## src/rtl/game_flow_sequencer.sv

```systemverilog
// game_flow_sequencer
// Frame-paced game flow controller for the racing game.
// Sequence: IDLE -> COUNTDOWN -> RUN -> (DYING -> COUNTDOWN)* -> GAME_OVER / WIN -> IDLE.
// All state changes happen on frame_start cycles. Crash and finish events may
// arrive on any cycle; they are latched until the next frame_start consumes them.
//
// Ports
//   clk             system clock
//   resetN          asynchronous active-low reset
//   frame_start     one-cycle pulse per video frame
//   start_pressed   start key level
//   crash           collision event (pulse or level)
//   finish_reached  finish-line event (pulse or level)
//   phase           0 IDLE, 1 COUNTDOWN, 2 RUN, 3 DYING, 4 GAME_OVER, 5 WIN
//   enable_motion   high only while in RUN
//   death_start     one-cycle pulse on the cycle that enters DYING
//   lives           remaining lives
//   fuel            remaining fuel
module game_flow_sequencer #(
   parameter int LIVES_INIT      = 3,
   parameter int FUEL_INIT       = 100,
   parameter int FUEL_DEC_FRAMES = 60,
   parameter int DEATH_FRAMES    = 193,
   parameter int COUNT_FRAMES    = 120
) (
   input  logic       clk,
   input  logic       resetN,
   input  logic       frame_start,
   input  logic       start_pressed,
   input  logic       crash,
   input  logic       finish_reached,
   output logic [2:0] phase,
   output logic       enable_motion,
   output logic       death_start,
   output logic [1:0] lives,
   output logic [6:0] fuel
);

   typedef enum logic [2:0] {
      S_IDLE      = 3'd0,
      S_COUNTDOWN = 3'd1,
      S_RUN       = 3'd2,
      S_DYING     = 3'd3,
      S_GAME_OVER = 3'd4,
      S_WIN       = 3'd5
   } state_t;

   localparam logic [1:0]  LIVES_INIT_V   = 2'(LIVES_INIT);
   localparam logic [6:0]  FUEL_INIT_V    = 7'(FUEL_INIT);
   localparam logic [15:0] COUNT_LAST     = 16'(COUNT_FRAMES - 1);
   localparam logic [15:0] DEATH_LAST     = 16'(DEATH_FRAMES - 1);
   localparam logic [15:0] FUEL_DEC_LAST  = 16'(FUEL_DEC_FRAMES - 1);

   state_t      state_reg, state_next;
   logic [15:0] frame_cnt_reg, frame_cnt_next;
   logic [15:0] fuel_cnt_reg, fuel_cnt_next;
   logic [1:0]  lives_reg, lives_next;
   logic [6:0]  fuel_reg, fuel_next;
   logic        crash_l_reg, crash_l_next;
   logic        finish_l_reg, finish_l_next;
   logic        released_reg, released_next;
   logic        death_start_reg, death_start_next;
   logic        crash_evt, finish_evt;

   always_ff @(posedge clk or negedge resetN) begin
      if (!resetN) begin
         state_reg       <= S_IDLE;
         frame_cnt_reg   <= '0;
         fuel_cnt_reg    <= '0;
         lives_reg       <= LIVES_INIT_V;
         fuel_reg        <= FUEL_INIT_V;
         crash_l_reg     <= 1'b0;
         finish_l_reg    <= 1'b0;
         released_reg    <= 1'b0;
         death_start_reg <= 1'b0;
      end else begin
         state_reg       <= state_next;
         frame_cnt_reg   <= frame_cnt_next;
         fuel_cnt_reg    <= fuel_cnt_next;
         lives_reg       <= lives_next;
         fuel_reg        <= fuel_next;
         crash_l_reg     <= crash_l_next;
         finish_l_reg    <= finish_l_next;
         released_reg    <= released_next;
         death_start_reg <= death_start_next;
      end
   end

   always_comb begin
      // An event arriving on the consuming frame_start cycle still counts.
      crash_evt        = crash_l_reg | crash;
      finish_evt       = finish_l_reg | finish_reached;
      state_next       = state_reg;
      lives_next       = lives_reg;
      fuel_next        = fuel_reg;
      fuel_cnt_next    = fuel_cnt_reg;
      released_next    = released_reg;
      death_start_next = 1'b0;
      frame_cnt_next   = frame_cnt_reg;
      // Every frame_start consumes the latched events; only RUN acts on them.
      crash_l_next     = frame_start ? 1'b0 : crash_evt;
      finish_l_next    = frame_start ? 1'b0 : finish_evt;

      case (state_reg)
         S_IDLE: begin
            if (frame_start && start_pressed) begin
               state_next    = S_COUNTDOWN;
               lives_next    = LIVES_INIT_V;
               fuel_next     = FUEL_INIT_V;
               fuel_cnt_next = '0;
            end
         end
         S_COUNTDOWN: begin
            if (frame_start && frame_cnt_reg == COUNT_LAST)
               state_next = S_RUN;
         end
         S_RUN: begin
            if (frame_start) begin
               if (crash_evt) begin
                  state_next       = S_DYING;
                  death_start_next = 1'b1;
                  lives_next       = (lives_reg != 2'd0) ? lives_reg - 2'd1 : 2'd0;
               end else if (finish_evt) begin
                  state_next = S_WIN;
               end else if (fuel_reg == 7'd0) begin
                  state_next = S_GAME_OVER;
               end else if (fuel_cnt_reg == FUEL_DEC_LAST) begin
                  // fuel_reg is nonzero here, so the decrement cannot wrap.
                  fuel_next     = fuel_reg - 7'd1;
                  fuel_cnt_next = '0;
               end else begin
                  fuel_cnt_next = fuel_cnt_reg + 16'd1;
               end
            end
         end
         S_DYING: begin
            if (frame_start && frame_cnt_reg == DEATH_LAST)
               state_next = (lives_reg != 2'd0) ? S_COUNTDOWN : S_GAME_OVER;
         end
         S_GAME_OVER, S_WIN: begin
            // Leave only after the key has been seen released, so a key still
            // held from gameplay does not skip this screen.
            if (frame_start) begin
               if (start_pressed && released_reg)
                  state_next = S_IDLE;
               else if (!start_pressed)
                  released_next = 1'b1;
            end
         end
         default: state_next = S_IDLE;
      endcase

      if (state_next != state_reg) begin
         frame_cnt_next = '0;
         released_next  = 1'b0;
      end else if (frame_start) begin
         frame_cnt_next = frame_cnt_reg + 16'd1;
      end
   end

   assign phase         = state_reg;
   assign enable_motion = (state_reg == S_RUN);
   assign death_start   = death_start_reg;
   assign lives         = lives_reg;
   assign fuel          = fuel_reg;

endmodule

```

## config.mk

```make
export PLATFORM = sky130hd
export DESIGN_NAME = game_flow_sequencer
export DESIGN_NICKNAME = d
export VERILOG_FILES = /design/src/rtl/game_flow_sequencer.sv
export SDC_FILE = /design/constraint.sdc
export NUM_CORES = 1
export LEC_CHECK = 0
export ABC_AREA = 1
export CORE_MARGIN = 2
export CORE_UTILIZATION = 59
export DETAILED_ROUTE_END_ITERATION = 16
export PLACE_DENSITY = 0.9
export SKIP_CTS_REPAIR_TIMING = 1
export SLEW_MARGIN = 15
export SYNTH_ARGS = -nofsm -noshare
export SYNTH_HDL_FRONTEND = slang
export SYNTH_SLANG_ARGS = --single-unit
```

## constraint.sdc

```tcl
create_clock -name clk -period 2.3 [get_ports clk]
set_input_delay 0.345 -clock clk [delete_from_list [all_inputs] [get_ports clk]]
set_output_delay 0.345 -clock clk [all_outputs]
set_load 0.01 [all_outputs]
```

======== Word level (Yosys, flattened, before mapping) ========
Cells that the tools add are included.
storage, ports and cells
  word-level logic and storage cells ...... 90
  output and inout port bits .............. 14
  bits of input ports ..................... 6
  register bits after elaboration ......... 48
operators by class
  mux-type cells .......................... 42
  $add $sub $neg .......................... 4
  bitwise gates (word level) .............. 2
  eq/ne operators ......................... 18
  reduce and logical (&&, ||, !) cells .... 15
operators by type and width
  kind                                                                number
  16-bit two-way mux                                                  8
  7-bit two-way mux                                                   6
  16-bit by 1-bit adder with 16-bit output, second input constant     2
  16-bit case mux with 2 select lines                                 1
  3-bit two-way mux                                                   10
  16-bit by 6-bit == test with 1-bit output, second input constant    1
  16-bit by 7-bit == test with 1-bit output, second input constant    1
  16-bit by 8-bit == test with 1-bit output, second input constant    1
  3-bit case mux with 5 select lines                                  1
  7-bit case mux with 2 select lines                                  1
  1-bit two-way mux                                                   10
  2-bit != test, second input constant                                5
  2-bit two-way mux                                                   4
  2-bit by 1-bit != test with 1-bit output, second input constant     4
  4-bit AND reduction                                                 2
  2-bit nonzero test                                                  4
  7-bit logical NOT                                                   1
  7-bit AND reduction                                                 1
  7-bit by 1-bit subtractor with 7-bit output, second input constant  1
  3-bit by 2-bit == test with 1-bit output, second input constant     2
  3-bit == test, second input constant                                2
  6-bit AND reduction                                                 1
  1-bit logical AND                                                   4
  2-bit case mux with 2 select lines                                  1
  other kinds (6)                                                     7

======== Depth between registers and ports, before layout ========
  depth in word-level cells ............... 9
  depth in mapped cells ................... 16
  mapped depth without buffers ............ 15

======== Least setup slack after synthesis ========
No wires, ideal clock.
  kind .................................... register -> register
  from .................................... register fuel_reg[0], in the netlist fuel[0]
  to ...................................... register frame_cnt_reg[8]
  setup slack ............................. 0.529 ns
  arrival time ............................ 1.650 ns
  clock period less this slack ............ 1.771 ns
  library setup time ...................... 0.121 ns
  buffers on the path ..................... 1
  data required time ...................... 2.179 ns
  stages on the path, launching flop included .. 13
  path through ............................ dfrtp_1 > inv_1 > ha_1 > nand2_1 > nor2_1 > nand2_1 > nand2_1 > a21oi_1 > nor3_1 > nor2_1 > nand2_2 > buf_6 > nor2_1
between the ends
  longest elaborated chain between the ends .. 8
  elaborated cells between the ends (all ways) .. 9
  classes of those cells .................. eq/ne (1); mux (6); reduce/logical (2)
ends and longest elaborated chain
  what                                                             RTL line  text
  from (decl)                                                      58        logic [6:0] fuel_reg, fuel_next;
  from (signal assigned)                                           81        fuel_reg <= fuel_next;
  7-bit logical NOT *                                              125       end else if (fuel_reg == 7'd0) begin
  3-bit two-way mux *                                              125
  3-bit two-way mux *                                              123       end else if (finish_evt) begin
  3-bit two-way mux *                                              119       if (crash_evt) begin
  3-bit two-way mux *                                              118       if (frame_start) begin
  3-bit case mux with 5 select lines *                             104       case (state_reg)
  3-bit != test *                                                  153       if (state_next != state_reg) begin
  16-bit two-way mux / 2-bit nonzero test (equally long branches)  --
  to (signal assigned)                                             78        frame_cnt_reg <= frame_cnt_next;
  to (decl)                                                        55        logic [15:0] frame_cnt_reg, frame_cnt_next;
Mark *: on every way between the ends. The rest lies on a longest branch, timed or not.
A chain may end at the register's enable or synchronous reset.

======== Worst setup path after layout ========
  from .................................... register state_reg[0], in the netlist phase[0]
  to ...................................... output enable_motion
between the ends
  longest elaborated chain between the ends .. 1
ends and longest elaborated chain
  what                                      RTL line  text
  from (decl)                               54        state_t state_reg, state_next;
  from (signal assigned)                    77        state_reg <= state_next;
  3-bit by 2-bit == test with 1-bit output  162       assign enable_motion = (state_reg == S_RUN);
  to (decl)                                 33        output logic enable_motion,
No other way between the ends.

==> impl_metrics.ini <==
[power_and_ir_drop]
p_comb_frac = 0.407
power_switching_w = 0.00118
switching_share = 0.399
clockPowerShare = 0.202
peakVddDrop_mv = 0.535
intPower_w = 0.00178
p_leak_nw = 1.50
power.density_mw_per_mm2 = 917
seq_power_share = 0.391

[global_routing]
track_usage = 0.248
grt_remaining_overflow = 0
grt_max_degree = 49
antenna_found_initial = 0
grt_pass1_wl_um = 10600
first_global_vias = 2513

[route]
dr.pass1.iters = 7
vias = 2524
ant_nets = 0
wl_um = 5920
via_per_inst = 5.45
drt_iter0_markers = 216
wl_per_cell_um = 12.8
drc = 0

[timing]
worst_pin_slew_ns = 0.670
relSlewSlack = 0.551
skew_ns = 0.00514
layout_min_cycle_time_ns = 2.14
hold_viol_final = 0
setup_viol = 0
drv_slew = 0
fmax_ghz = 0.468
tns_ns = 0
fin_crit_sh = 0.930
rsz0062_at_grt = no

[logic_synthesis]
syn_avg_cell_area_um2 = 7.55
syn-num-nets = 388
syn_area_mm2 = 0.00285
synth_flop_cell = dfrtp_1
netlist_instances = 378
synth_top_cell_by_area = dfrtp_1
yosys_warnings = 0
synth-seq-cells = 48
synth_edf_count = 0
synth.distinct_cells = 35
synthArstFlopShare = 1.00
yosysSeqAreaShare = 0.423
synth.top_cell.area_share = 0.377
yosys-top-cells-area = dfrtp_1 38%, nand2_1 10%, nor2_1 8.9%

[placed_design]
numPortBuffers = 19
placed_cell_area_mm2 = 0.00313
place_congestion = 0.890
post-dp-hpwl_um = 4380

[die]
dieArea_mm2 = 0.00541
start_util = 0.608
dieHeight_um = 73.5
die_x_um = 73.5
rows = 25
num_io_pins = 20
core-area_mm2 = 0.00469

[cts]
insertion_delay_ns = 0.30
clock_path_buffers = 2
cts_tree = built
cts.sinks = 48
cts_root_buf = clkbuf_8
htreeDepth = 2
path_clk_slew_ns = 0.09
cts_buffers = 5

[status]
status = finished, final reports clean

[layout]
nets = 418
seq_area_mm2 = 0.00121
drive_above_1_share = 0.117
syn_to_final_growth_pct = 13.3
mostFrequentLayoutCells = 77 x nand2_1, 68 x nor2_1, 46 x inv_1
layout_commonest_cell = nand2_1
fillers = 380
multi_input_area_mm2 = 0.00141
postLayoutCellArea_mm2 = 0.00323
diodes = 0

[min_path]
min_path_type = in -> async

[setup_path]
cp_max_fo = 9
cp.required_ns = 1.96
start_kind = register
worstSetupPathType = reg -> out
worstRegToRegCells = 7
crit_arrival_ns = 1.79
cp-end-kind = primary output

[flow_run]
max_cap_viol_count = 0
layer usage:
| metal | routed length [um] | global-route usage | share of wire | vias to the layer above |
|---|---|---|---|---|
| met1 | 2670 | 0.301 | 0.45 | 1196 |
| met2 | 3010 | 0.449 | 0.51 | 47 |
| met5 | 0 | 0 | 0 | - |
| met4 | 59 | 0.0586 | 0.010 | 0 |
| met3 | 186 | 0.0508 | 0.031 | 8 |
| li1 | - | - | - | 1273 |
cell type report:
cell class	instances	share of cell area
repair buffers	28	0.0782
multi-input cells	276	0.436
well taps	54	0.0209
clock inverters	1	0.00929
inverters	49	0.0584
flip-flops and latches	48	0.373
clock buffers	7	0.0236
critical path: stages, from the launching register on:
cell and delay, ns:
dfrtp_1 0.46, nor2_2 0.21, nand2_2 0.16, clkinv_4 0.13
clkdlybuf4s50_1 0.54
worst paths after layout:
check | start | to | slack [ns]
max reg2reg | phase[0] | fuel_cnt_reg[12] | 0.25
max | phase[0] | enable_motion | 0.16
min reg2reg | lives[1] | lives[0] | 0.48
min in group clk | lives[1] | lives[0] | 0.48
max in group asynchronous | resetN | fuel_cnt_reg[9] | 1.75
min | resetN | fuel[4] | 0.13
Yosys cell counts, drive strengths merged (2+ instances only):
cell / number
ha: 4
xnor2: 5
nor3b: 3
a21o: 2
or2: 2
nor3: 9
nand4: 14
nand3: 32
nor4: 3
nor2: 79
buf: 5
dfstp: 5
nand2: 81
a21oi: 11
xor2: 9
o31ai: 3
o21ai: 13
inv: 48
dfrtp: 43
per-stage QoR:
step	power (W)	hold WS [ns]	cells	setup slack (ns)	utilization
after floorplan	0.00201	0.0494	378	0.529	-
after global placement	0.00234	0.459	455	0.0775	0.666
after detailed placement	0.00238	0.476	455	0.0102	0.666
after CTS	0.00299	0.152	463	0.153	0.689
after global routing	0.00319	0.191	463	0.0701	0.689
final	0.00296	0.130	463	0.161	0.689
kinds of logic after synthesis:
| logic type | after synthesis | share of synthesized area |
|---|---|---|
| XOR/XNOR | 14 | 0.0430 |
| AO/OA/AOI/OAI | 35 | 0.0711 |
| AND/OR/NAND/NOR | 223 | 0.363 |
| flip-flops | 48 | 0.423 |
| adder cells (fa/ha/maj) | 4 | 0.0175 |
| buffers and inverters | 54 | 0.0825 |
power by group through the flow:
stage	Sequential [W]	Clock, W	Combinational [W]
global placement	0.00117	0	0.00117
detailed placement	0.00117	0	0.00121
CTS	0.00116	0.000614	0.00121
global route	0.00118	0.000648	0.00136
floorplan	0.00118	0	0.000821
finish	0.00116	0.000599	0.00121
No activity file was read; power rests on OpenSTA's default activity.
